## src/rtl/fifo_serial_drain.sv

```systemverilog
// Read-side companion to a byte FIFO: pops one entry at a time and shifts it
// out on a single line as an async serial frame (start, LSB-first data, stop).
module fifo_serial_drain #(
  parameter int DATA_W       = 8,
  parameter int CLKS_PER_BIT = 4,
  parameter int STOP_BITS    = 1
) (
  input  logic              clk,
  input  logic              rst,
  input  logic              en,
  input  logic              fifo_empty,
  input  logic [DATA_W-1:0] fifo_rd_data,
  output logic              fifo_rd_en,
  output logic              tx,
  output logic              busy,
  output logic              byte_done,
  output logic [7:0]        frame_count
);

  localparam int CNT_W = (CLKS_PER_BIT > 1) ? $clog2(CLKS_PER_BIT) : 1;
  localparam int BIT_W = (DATA_W > 1) ? $clog2(DATA_W) : 1;

  typedef enum logic [2:0] {IDLE, POP, LATCH, START, DATA, STOP} state_t;

  state_t            state;
  logic [CNT_W-1:0]  clk_cnt;
  logic [BIT_W-1:0]  bit_cnt;
  logic [DATA_W-1:0] shreg;
  logic              bit_end;

  assign bit_end = (clk_cnt == CNT_W'(CLKS_PER_BIT - 1));

  // bit_cnt is shared: it walks the data bits in DATA, then the stop bits in STOP.
  always_ff @(posedge clk) begin
    if (rst) begin
      state       <= IDLE;
      tx          <= 1'b1;
      fifo_rd_en  <= 1'b0;
      busy        <= 1'b0;
      byte_done   <= 1'b0;
      frame_count <= 8'd0;
      clk_cnt     <= '0;
      bit_cnt     <= '0;
      shreg       <= '0;
    end else begin
      byte_done <= 1'b0;
      case (state)
        IDLE: begin
          tx <= 1'b1;
          if (en && !fifo_empty) begin
            fifo_rd_en <= 1'b1;
            busy       <= 1'b1;
            state      <= POP;
          end
        end
        POP: begin
          fifo_rd_en <= 1'b0;
          state      <= LATCH;
        end
        LATCH: begin
          shreg   <= fifo_rd_data;
          tx      <= 1'b0;
          clk_cnt <= '0;
          bit_cnt <= '0;
          state   <= START;
        end
        START: begin
          clk_cnt <= bit_end ? '0 : clk_cnt + 1'b1;
          if (bit_end) begin
            tx      <= shreg[0];
            shreg   <= shreg >> 1;
            bit_cnt <= '0;
            state   <= DATA;
          end
        end
        DATA: begin
          clk_cnt <= bit_end ? '0 : clk_cnt + 1'b1;
          if (bit_end) begin
            if (bit_cnt == BIT_W'(DATA_W - 1)) begin
              tx      <= 1'b1;
              bit_cnt <= '0;
              state   <= STOP;
            end else begin
              tx      <= shreg[0];
              shreg   <= shreg >> 1;
              bit_cnt <= bit_cnt + 1'b1;
            end
          end
        end
        STOP: begin
          clk_cnt <= bit_end ? '0 : clk_cnt + 1'b1;
          if (bit_end) begin
            if (bit_cnt == BIT_W'(STOP_BITS - 1)) begin
              bit_cnt     <= '0;
              busy        <= 1'b0;
              byte_done   <= 1'b1;
              frame_count <= frame_count + 8'd1;
              state       <= IDLE;
            end else begin
              bit_cnt <= bit_cnt + 1'b1;
            end
          end
        end
        default: begin
          tx         <= 1'b1;
          fifo_rd_en <= 1'b0;
          busy       <= 1'b0;
          state      <= IDLE;
        end
      endcase
    end
  end

endmodule
```

## config.mk

```make
export PLATFORM = sky130hd
export DESIGN_NAME = fifo_serial_drain
export DESIGN_NICKNAME = d
export VERILOG_FILES = /design/src/rtl/fifo_serial_drain.sv
export SDC_FILE = /design/constraint.sdc
export NUM_CORES = 1
export LEC_CHECK = 0
export ABC_AREA = 0
export BUFFER_PORTS_ARGS = -buffer_cell sky130_fd_sc_hd__buf_2
export CAP_MARGIN = 20
export CELL_PAD_IN_SITES_DETAIL_PLACEMENT = 1
export CELL_PAD_IN_SITES_GLOBAL_PLACEMENT = 2
export CORE_AREA = 2 2 72 74
export CTS_CLUSTER_SIZE = 25
export DETAILED_ROUTE_END_ITERATION = 12
export DIE_AREA = 0 0 74 76
export PLACE_DENSITY_LB_ADDON = 0.1
export SLEW_MARGIN = 40
export SYNTH_ARGS = -nofsm -noshare
export SYNTH_HDL_FRONTEND = slang
export SYNTH_SLANG_ARGS = --single-unit
```

## constraint.sdc

```tcl
create_clock -name clk -period 2.1 [get_ports clk]
set_input_delay 0.21 -clock clk [delete_from_list [all_inputs] [get_ports clk]]
set_output_delay 0.21 -clock clk [all_outputs]
set_load 0.01 [all_outputs]
```

# Word-level counts from Yosys, hierarchy flattened
# Cells that the tools add are included.
# Widths: inputs -> output; s select.
[totals]
out_inout_bits = 12
ff_bits = 28
elab_cells = 79
[classes]
n_mux = 29
add_sub_neg = 3
bitwise_logic = 5
n_eq_ne = 14
reduce_logical = 19
[op_table]
columns = ["operator", "n"]
rows = [
  ["$mux 3", 11],
  ["$mux 8", 3],
  ["$pmux 8 s3", 1],
  ["$pmux 3 s6", 1],
  ["$ne 2x2->1 const B", 7],
  ["$pmux 3 s4", 1],
  ["$reduce_and 4->1", 3],
  ["$eq 3x3->1 const B", 3],
  ["$add 8x1->8 const B", 1],
  ["$reduce_or 4->1", 2],
  ["$mux 1", 7],
  ["$eq 3x2->1 const B", 2],
  ["$logic_not 3->1", 2],
  ["$reduce_and 3->1", 2],
  ["$reduce_and 6->1", 1],
  ["$reduce_or 3->1", 2],
  ["$not 1->1", 5],
  ["$pmux 1 s4", 1],
  ["$pmux 2 s2", 1],
  ["$reduce_bool 4->1", 1],
  ["$add 3x1->3 const B", 1],
  ["$eq 3x1->1 const B", 1],
  ["$pmux 1 s3", 1],
  ["$reduce_bool 3->1", 1],
  ["9 further kinds", 9],
]

# Depth between registers and ports, before layout
# Gate-level depths: netlist of the first run.
[depth]
ltp_word = 4
mapped_depth = 7

# Worst setup path before layout of the first run
# OpenSTA, ideal clock, no wires.
[synth_path]
path_type = "register -> register"
startpoint = "reg clk_cnt[0]"
endpoint = "reg state[2]"
slack_ps = 430
setup_ps = 121
required_time_ps = 1979
stages_incl_launch_ff = 7
path_buffers = 1
t_arrival_ps = 1549
cell_sequence = "dfxtp_1 ha_1 buf_2 nor4b_1 a311oi_2 o311ai_2 mux2_4"
[synth_between]
elab_chain_len = 3
word_cells_on_any_way = 5
[synth_lines]
columns = ["element", "line", "text"]
rows = [
  ["start: declaration", "26", "logic [CNT_W-1:0] clk_cnt;"],
  ["start signal: assignment", "68", "clk_cnt <= bit_end ? '0 : clk_cnt + 1'b1;"],
  ["start signal: assignment", "77", "clk_cnt <= bit_end ? '0 : clk_cnt + 1'b1;"],
  ["start signal: assignment", "91", "clk_cnt <= bit_end ? '0 : clk_cnt + 1'b1;"],
  ["$eq 2x2->1 (*)", "31", "assign bit_end = (clk_cnt == CNT_W'(CLKS_PER_BIT - 1));"],
  ["$ne 2x2->1 (no line)", "n/a", ""],
  ["$reduce_and 6->1 (no line) (*)", "n/a", ""],
  ["end signal: assignment", "36", "state <= IDLE;"],
  ["end signal: assignment", "53", "state <= POP;"],
  ["end signal: assignment", "58", "state <= LATCH;"],
  ["end: declaration", "25", "state_t state;"],
]
# Mark *: on every way between the ends. The rest lies on a longest branch, timed or not.
# A chain may end at the register's enable or synchronous reset.

# Worst setup path in the final report of the first run
# Same ends and word-level chain as after synthesis.

==> results of run 1 <==
## placed cells by master, fill, tap and decap left out, types with 4 or more instances in the layout
cell	n
nand2b_1	5
a221oi_1	7
mux2i_1	11
o21ai_0	9
nand3b_1	5
nand2_1	10
a21oi_1	9
ha_1	5
buf_2	23
buf_4	7
and2_1	4
nor2_1	19
nor2b_1	7
xor2_1	4
dfxtp_1	28
## layout make-up
| class | count | share of cell area |
|---|---|---|
| clock buffer | 3 | 0.0220 |
| inverter | 3 | 0.00600 |
| multi-input combinational | 138 | 0.521 |
| tap | 70 | 0.0467 |
| sequential | 28 | 0.299 |
| timing repair buffer | 30 | 0.0894 |
| clock inverter | 1 | 0.0160 |
## metal layers
layer  global-route usage  vias up  routed length, µm
li1                     -      700                  -
met1                0.209      670               1910
met2                0.238       17               1810
met3               0.0212        4                114
met4               0.0327        0                 36
met5                    0        -                  0
## worst max-delay path: cells and delay by family (launching register included)
kind	cells	cell delay, ns
AOI/OAI and AO/OA	2	0.59
adders and majority gates	1	0.33
DFF	1	0.43
muxes	1	0.33
and+or+nand+nor	1	0.10
## cells by family (layout without fill, tap and decap cells)
| kind of cell | Yosys count | after routing | synth area share |
|---|---|---|---|
| multiplexers | 13 | 13 | 0.0843 |
| AO/OA/AOI/OAI | 38 | 38 | 0.174 |
| flip-flops | 28 | 28 | 0.346 |
| AND/OR/NAND/NOR | 76 | 76 | 0.271 |
| buffers and inverters | 17 | 37 | 0.0510 |
| XOR/XNOR | 5 | 5 | 0.0271 |
| adder cells (fa/ha/maj) | 6 | 6 | 0.0464 |
## Yosys cell counts, types with 3 or more instances
cell,count,area (µm²)
nand4_1,3,18.8
inv_1,3,11.3
nand2_1,10,37.5
mux2i_1,11,110
nor2b_1,7,43.8
a211oi_1,3,22.5
clkbuf_1,5,18.8
a21oi_1,9,45.0
buf_2,6,30.0
xor2_1,4,35.0
and2_1,4,25.0
nand2b_1,5,31.3
o21ai_0,9,45.0
and3b_1,3,26.3
or3_1,3,18.8
a221oi_1,7,61.3
nand3_1,3,15.0
ha_1,6,75.1
nor2_1,19,71.3
nand3b_1,5,37.5
dfxtp_1,28,561
## per-stage QoR
step                      cells  hold slack [ns]
after floorplan             183            0.374
after global placement      269            0.443
after detailed placement    269            0.460
after CTS                   273            0.197
after global routing        273            0.199
final                       273            0.203
## report_power, final
| group | internal, mW | total [mW] | switching [mW] |
|---|---|---|---|
| logic | 0.343 | 0.713 | 0.370 |
| registers | 0.635 | 0.756 | 0.121 |
| clock network | 0.256 | 0.442 | 0.187 |
| total | 1.23 | 1.91 | 0.677 |
## sequential cells by signal, indices dropped and copies added, names as in the netlist
| name | count |
|---|---|
| bit_cnt | 3 |
| busy | 1 |
| fifo_rd_en | 1 |
| frame_count | 8 |
| state | 3 |
| byte_done | 1 |
| tx | 1 |
| shreg | 8 |
| clk_cnt | 2 |
## worst paths after layout
check / end / slack (ns) / cells past startpoint / from
setup reg to reg: state[2]$_SDFFE_PP0P_ / 0.22 / 5 / clk_cnt[0]$_SDFFE_PP0P_
setup / recovery: state[2]$_SDFFE_PP0P_ / 0.22 / 5 / clk_cnt[0]$_SDFFE_PP0P_
hold reg to reg: tx$_SDFFE_PP1P_ / 0.48 / 2 / tx$_SDFFE_PP1P_
hold / removal: shreg[7]$_SDFFE_PP0P_ / 0.20 / 3 / fifo_rd_data[7]
==> impl_metrics.json, run 1 <==
{
  "ys_ff_latch": 28,
  "fin_crit_sh": 0.895,
  "diodes": 0,
  "setup_violations": 0,
  "h-tree-depth": 1,
  "insertion_delay_ns": 0.28,
  "end_kind": "register",
  "worstMarginPinSlew_ns": 0.582,
  "firstDrtPassIters": 4,
  "fillers": 589,
  "die_w_um": 74,
  "routed_wl_um": 3870,
  "slowest_stage": "dfxtp_1",
  "post-route-drc-count": 0,
  "grt_pass1_vias": 1417,
  "status": "complete, no violations",
  "min-delay-path-class": "in2reg",
  "drive_above_1_share": 0.222,
  "synth-async-reset-ratio": 0,
  "slew_headroom": 0.612,
  "numPortBuffers": 23,
  "synth-edff-count": 0,
  "postCtsSetupBuffers": 0,
  "critPathMaxStageDelay_ns": 0.43,
  "place_area_mm2": 0.00180,
  "areaGrowthSynthToFinish_pct": 15.9,
  "ys_seq_area_frac": 0.346,
  "numCtsBuffers": 3,
  "post_cts_hold_buffer_count": 0,
  "fmax_mhz": 532,
  "design_area_mm2": 0.00188,
  "place_congestion": 0.740,
  "cts-root-buf": "clkbuf_8",
  "vdd_drop_max_mv": 0.346,
  "via_count": 1391,
  "netlist_area_mm2": 0.00162,
  "grt_max_degree": 32,
  "criticalPathCategory": "reg2reg",
  "setup-tns-final_ns": 0,
  "io_pins": 24,
  "path_clk_slew_ns": 0.10,
  "critPathArrivalTime_ns": 2.06,
  "rows": 26,
  "syn-instance-count": 183,
  "grt-ovfl-total": 0,
  "max_cap_viol_count": 0,
  "ant_nets": 0,
  "core-area_mm2": 0.00491,
  "first_iter_violations": 59,
  "fin_worst_skew_ns": 0.00179,
  "rsz0062_at_grt": "false",
  "synth.distinct_cells": 48,
  "regArea_um2": 561,
  "avgSynthCellArea_um2": 8.84,
  "p_leak_nw": 0.781,
  "required_ns": 2.28,
  "wl_per_cell_um": 14.2,
  "slew_viol_final": 0,
  "synth_flop_cell": "dfxtp_1",
  "antenna_found_initial": 0,
  "path_max_fanout": 12,
  "post_cts_resized": 0,
  "cts_tree": "built",
  "fin_crit_ns": 1.88,
  "p_total_mw": 1.91,
  "place_hpwl_um": 2830,
  "via_per_inst": 5.10,
  "track_usage": 0.148,
  "finalCoreUtilization": 0.382,
  "yosys_warnings": 0,
  "die_y_um": 76,
  "layout_setup_ws_ns": 0.221,
  "layout.nets": 222,
  "grt_pass1_wl_um": 6730,
  "hold_violations": 0,
  "dp_slack_ns": 0.0981,
  "dieArea_mm2": 0.00562,
  "p_per_area_mw_per_mm2": 1020,
  "start_util": 0.329,
  "crit_chain": "ha_2 > nor2_1 > a311oi_2 > o311ai_2 > mux2_4",
  "multi_input_area_um2": 977,
  "mappedNetlistNets": 201,
  "cts_sinks": 28,
  "start_kind": "register",
  "clk_path_buf_depth": 2
}
No activity file was read; power rests on OpenSTA's default activity.
==> inputs of run 2 (changes only) <==
--- a/config.mk
+++ b/config.mk
@@ -10,10 +10,10 @@
 export CAP_MARGIN = 20
 export CELL_PAD_IN_SITES_DETAIL_PLACEMENT = 1
 export CELL_PAD_IN_SITES_GLOBAL_PLACEMENT = 2
-export CORE_AREA = 2 2 72 74
+export CORE_AREA = 2 2 62 87
 export CTS_CLUSTER_SIZE = 25
 export DETAILED_ROUTE_END_ITERATION = 12
-export DIE_AREA = 0 0 74 76
+export DIE_AREA = 0 0 64 89
 export PLACE_DENSITY_LB_ADDON = 0.1
 export SLEW_MARGIN = 40
 export SYNTH_ARGS = -nofsm -noshare
==> run 2 against run 1 <==
  * Design area shrank 1.2%
  * Die area increased by 1.3%
  * Critical path depth is the same
  * Combinational power is 3.8% lower
  * Register-to-register slack about the same
  * Core utilization up 0.087 points
==> impl_metrics.json, run 2 (synthesized netlist as in run 1, its figures left out) <==
{
  "end_kind": "register",
  "start_kind": "register",
  "status": "complete, no violations",
  "regArea_um2": 561,
  "criticalPathCategory": "reg2reg",
  "fin_crit_sh": 0.894,
  "hold_violations": 0,
  "insertion_delay_ns": 0.27,
  "multi_input_area_um2": 977,
  "holdWs_ns": 0.215,
  "dieArea_mm2": 0.00570,
  "p_leak_nw": 0.771,
  "wl_per_cell_um": 14.8,
  "place_hpwl_um": 2980,
  "slew_viol_final": 0,
  "path_clk_slew_ns": 0.10,
  "met2_length_um": 2030,
  "met1Wirelength_um": 1780,
  "crit_end": "state[2]$_SDFFE_PP0P_",
  "path_max_fanout": 12,
  "cp-startpoint": "clk_cnt[0]$_SDFFE_PP0P_",
  "met3_length_um": 94,
  "setup_violations": 0,
  "io_pins": 24,
  "areaGrowthSynthToFinish_pct": 14.5,
  "firstDrtPassIters": 4,
  "fin_worst_skew_ns": 0.00125,
  "layout.nets": 220,
  "max_cap_viol_count": 0,
  "ff2ff_setup_slack_ns": 0.22,
  "h-tree-depth": 1,
  "dp_slack_ns": 0.133,
  "fin_crit_ns": 1.88,
  "clk_path_buf_depth": 2,
  "diodes": 0,
  "antenna_found_initial": 0,
  "worstMarginPinSlew_ns": 0.565,
  "fillers": 582,
  "routed_wl_um": 3920,
  "r2r-end": "state[2]$_SDFFE_PP0P_",
  "core-area_mm2": 0.00484,
  "ant_nets": 0,
  "vdd_drop_max_mv": 0.427,
  "drive_above_1_share": 0.214,
  "start_util": 0.334,
  "grt_pass1_vias": 1373,
  "track_usage": 0.144,
  "numCtsBuffers": 3,
  "first_iter_violations": 37,
  "cts-root-buf": "clkbuf_8",
  "setup-tns-final_ns": 0,
  "ff2ff_path_depth": 5,
  "grt_max_degree": 32,
  "die_w_um": 64,
  "rows": 30,
  "layout_commonest_cell": "dfxtp_1",
  "grt_pass1_wl_um": 6560,
  "rsz0062_at_grt": "false",
  "min-delay-path-class": "in2reg",
  "via_per_inst": 5.19,
  "post-route-drc-count": 0,
  "cts_sinks": 28,
  "required_ns": 2.27,
  "slew_headroom": 0.623,
  "reg_top3": "frame_count (8), shreg (8)",
  "cts_tree": "built",
  "p_per_area_mw_per_mm2": 1010,
  "grt-ovfl-total": 0,
  "highest_layer": "met4",
  "via_count": 1376,
  "fmax_mhz": 533,
  "place_congestion": 0.714,
  "postCtsSetupBuffers": 0,
  "layout_setup_ws_ns": 0.223,
  "numPortBuffers": 23,
  "critPathArrivalTime_ns": 2.05,
  "r2r-start": "clk_cnt[0]$_SDFFE_PP0P_",
  "most-common-layout-cells": "dfxtp_1 (28), buf_2 (23), nor2_1 (19)",
  "die_y_um": 89
}
run 2: worst max-delay path, cell delays in order (launching register included):
cell,delay [ns]
dfxtp_1,0.43
ha_2,0.33
nor2_1,0.10
a311oi_2,0.38
o311ai_2,0.21
mux2_4,0.32
run 2: stage by stage:
step	area [µm²]	total power [mW]	cells	util
after detailed placement	1780	1.47	261	0.367
after global placement	1780	1.45	261	0.367
after floorplan	1620	1.30	183	-
after CTS	1850	1.91	265	0.382
final	1850	1.88	265	0.383
after global routing	1850	2.02	265	0.383
run 2: worst min path at each step:
stage | start | to | cells past startpoint
floorplan | fifo_rd_data[7] | shreg[7]$_SDFFE_PP0P_ | 2
global placement | tx$_SDFFE_PP1P_ | tx$_SDFFE_PP1P_ | 2
detailed placement | tx$_SDFFE_PP1P_ | tx$_SDFFE_PP1P_ | 2
CTS | fifo_rd_data[7] | shreg[7]$_SDFFE_PP0P_ | 3
global route | fifo_rd_data[7] | shreg[7]$_SDFFE_PP0P_ | 3
finish | fifo_rd_data[7] | shreg[7]$_SDFFE_PP0P_ | 3
run 2: final cells by class:
cell class | count | share of cell area
Clock buffer | 3 | 0.0223
Clock inverter | 1 | 0.0162
Inverter | 3 | 0.00608
Multi-Input combinational cell | 138 | 0.527
Sequential cell | 28 | 0.302
Tap cell | 64 | 0.0432
Timing Repair Buffer | 28 | 0.0824
run 2: report_power, final:
group / internal (mW) / switching [mW] / total [mW]
registers: 0.635 / 0.128 / 0.763
clock network: 0.255 / 0.173 / 0.428
logic: 0.329 / 0.357 / 0.686
run 2: routing by layer:
metal,vias to the layer above,global-route usage
met5,-,0
met3,2,0.0164
li1,693,-
met4,0,0.0415
met2,16,0.263
met1,665,0.176
run 2: timing repair:
action                                  in CTS  in global routing
hold buffers                                 0                  0
endpoints found under the setup margin       0                  3
gates resized for setup                      0                  1
==> inputs of run 3 (changes only) <==
--- a/config.mk
+++ b/config.mk
@@ -5,15 +5,15 @@
 export SDC_FILE = /design/constraint.sdc
 export NUM_CORES = 1
 export LEC_CHECK = 0
-export ABC_AREA = 0
+export ABC_AREA = 1
 export BUFFER_PORTS_ARGS = -buffer_cell sky130_fd_sc_hd__buf_2
 export CAP_MARGIN = 20
 export CELL_PAD_IN_SITES_DETAIL_PLACEMENT = 1
 export CELL_PAD_IN_SITES_GLOBAL_PLACEMENT = 2
-export CORE_AREA = 2 2 62 87
+export CORE_AREA = 2 2 63 89
 export CTS_CLUSTER_SIZE = 25
 export DETAILED_ROUTE_END_ITERATION = 12
-export DIE_AREA = 0 0 64 89
+export DIE_AREA = 0 0 65 91
 export PLACE_DENSITY_LB_ADDON = 0.1
 export SLEW_MARGIN = 40
 export SYNTH_ARGS = -nofsm -noshare
==> run 3 against run 2 <==
  * Sequential power grew 1%
  * Core utilization down 4.5 points
  * First-iteration DRC count shrank 46%
  * Clock-buffer cell count did not move
  * Global-route usage grew 0.28 points
  * Via count increased by 2.2%
  * Hold slack improved by 0.0040 ns
  * Design area fell by 7.4%
  * Maximum frequency increased by 20%
  * Sequential share of layout area is 2.4 points higher
  * Power rose by 14%
  * Critical endpoint is now frame_count[6]$_SDFFE_PP0P_
  * Largest power group is now combinational logic
==> impl_metrics.json, run 3 <==
{
  "cts-root-buf": "clkbuf_8",
  "slew_viol_final": 0,
  "via_count": 1406,
  "path_clk_slew_ns": 0.10,
  "ys_seq_area_frac": 0.371,
  "fin_crit_ns": 1.56,
  "synth_flop_cell": "dfxtp_1",
  "avgSynthCellArea_um2": 6.77,
  "netlist_area_mm2": 0.00151,
  "post_cts_hold_buffer_count": 0,
  "yosysMostFrequentCell": "nand2_1",
  "syn-instance-count": 223,
  "yosys_warnings": 0,
  "first_iter_violations": 20,
  "path_max_fanout": 7,
  "routed_wl_um": 3920,
  "p_per_area_mw_per_mm2": 1250,
  "most-common-layout-cells": "nand2_1 (60), nor2_1 (39), dfxtp_1 (28)",
  "grt_use_met3": 0.0161,
  "hold_violations": 0,
  "drive_above_1_share": 0.167,
  "place_congestion": 0.808,
  "yosys-top-cells-count": "nand2_1 (60), nor2_1 (39), dfxtp_1 (28), inv_1 (26), nand3_1 (13)",
  "slew_headroom": 0.605,
  "mappedNetlistNets": 241,
  "grt_max_degree": 18,
  "status": "complete, no violations",
  "postCtsSetupBuffers": 0,
  "required_ns": 2.29,
  "reg_top3": "frame_count (8), shreg (8)",
  "wl_per_cell_um": 12.6,
  "finalCoreUtilization": 0.338,
  "rsz0062_at_grt": "false",
  "max_cap_viol_count": 0,
  "p_leak_nw": 0.872,
  "met2_usage": 0.273,
  "io_pins": 24,
  "diodes": 0,
  "fmax_mhz": 642,
  "holdWs_ns": 0.219,
  "grt-ovfl-total": 0,
  "via_per_inst": 4.52,
  "firstDrtPassIters": 4,
  "min-delay-path-class": "in2reg",
  "final_cells": 311,
  "post_cts_resized": 0,
  "synthTopCellsByArea": "dfxtp_1 (37%), nand2_1 (15%), nor2_1 (9.7%)",
  "dieArea_mm2": 0.00592,
  "core-area_mm2": 0.00508,
  "start_util": 0.297,
  "numCtsBuffers": 3,
  "post-route-drc-count": 0,
  "place_hpwl_um": 3020,
  "die_y_um": 91,
  "antenna_found_initial": 0,
  "end_kind": "register",
  "layout_commonest_cell": "nand2_1",
  "dp_cells": 308,
  "critPathArrivalTime_ns": 1.74,
  "cts_sinks": 28,
  "multi_input_area_um2": 802,
  "layout.nets": 265,
  "fin_crit_sh": 0.742,
  "criticalPathCategory": "reg2reg",
  "ant_nets": 0,
  "ys_ff_latch": 28,
  "areaGrowthSynthToFinish_pct": 13.8,
  "synth.distinct_cells": 27,
  "grt_pass1_vias": 1380,
  "synth_area_leader_cell": "dfxtp_1",
  "vdd_drop_max_mv": 0.362,
  "setup-tns-final_ns": 0,
  "worstMarginPinSlew_ns": 0.592,
  "h-tree-depth": 1,
  "die_w_um": 65,
  "rows": 31,
  "busiest_layer": "met2",
  "synth_top_area_share": 0.371,
  "track_usage": 0.146,
  "synth-async-reset-ratio": 0,
  "synth-edff-count": 0,
  "fin_worst_skew_ns": 0.00138,
  "numPortBuffers": 23,
  "start_kind": "register",
  "fillers": 688,
  "met1_usage": 0.166,
  "insertion_delay_ns": 0.28,
  "cts_tree": "built",
  "grt_pass1_wl_um": 6690,
  "setup_violations": 0,
  "clk_path_buf_depth": 2,
  "regArea_um2": 561
}
run 3: cell types whose count changed after synthesis, moves of 5 or more:
| cell | delta |
|---|---|
| nor2_1 | +20 |
| inv_1 | +23 |
| buf_2 | -5 |
| nand3_1 | +10 |
| o21ai_1 | +6 |
| a221oi_1 | -7 |
| nand2b_1 | -5 |
| nand2_1 | +50 |
| mux2i_1 | -11 |
| nor2b_1 | -7 |
run 3: cell families (layout without fill, tap and decap cells):
logic type                 after synthesis  after routing  share of synthesized area
AOI/OAI and AO/OA                       23             23                     0.0846
xor gates and xnor gates                 3              3                     0.0174
and+or+nand+nor                        129            129                      0.380
buffers and inverters                   34             56                     0.0970
adders and majority gates                6              6                     0.0497
DFF                                     28             28                      0.371
run 3: area by class of cell:
type                            instances  area share
Sequential cell                        28       0.327
Inverter                               30      0.0671
Tap cell                               66      0.0481
Multi-Input combinational cell        161       0.467
Clock buffer                            3      0.0241
Timing Repair Buffer                   23      0.0671
run 3: worst paths after layout:
check | startpoint | end | slack, ns | cells after the start
min reg2reg | fifo_rd_en$_SDFFE_PP0P_ | fifo_rd_en$_SDFFE_PP0P_ | 0.47 | 2
max | state[0]$_SDFFE_PP0P_ | frame_count[6]$_SDFFE_PP0P_ | 0.54 | 7
max reg2reg | state[0]$_SDFFE_PP0P_ | frame_count[6]$_SDFFE_PP0P_ | 0.54 | 7
min | fifo_rd_data[7] | shreg[7]$_SDFFE_PP0P_ | 0.22 | 3
run 3: power breakdown:
part           internal [mW]  switching (mW)
registers              0.671           0.101
logic                  0.352           0.715
clock network          0.130           0.178
run 3: metal layers:
layer | vias up | part of all wire
met2 | 16 | 0.53
met4 | 0 | 0.017
met3 | 5 | 0.023
met5 | - | 0
met1 | 643 | 0.43
li1 | 742 | -
run 3: through the flow:
step / setup WS (ns) / power (mW) / cell area [µm²]
after floorplan: 0.772 / 1.66 / 1510
after global placement: 0.558 / 1.88 / 1680
after detailed placement: 0.564 / 1.88 / 1680
after CTS: 0.531 / 2.20 / 1720
after global routing: 0.406 / 2.39 / 1720
final: 0.542 / 2.15 / 1720
run 3: worst max-delay path: stages, from the launching register on:
cell and delay (ns):
dfxtp_1 0.52, inv_2 0.12, nor2_2 0.21, nand2_2 0.16, nor2_2 0.15, nand2_1 0.08
o21ai_0 0.16, nor2_1 0.06
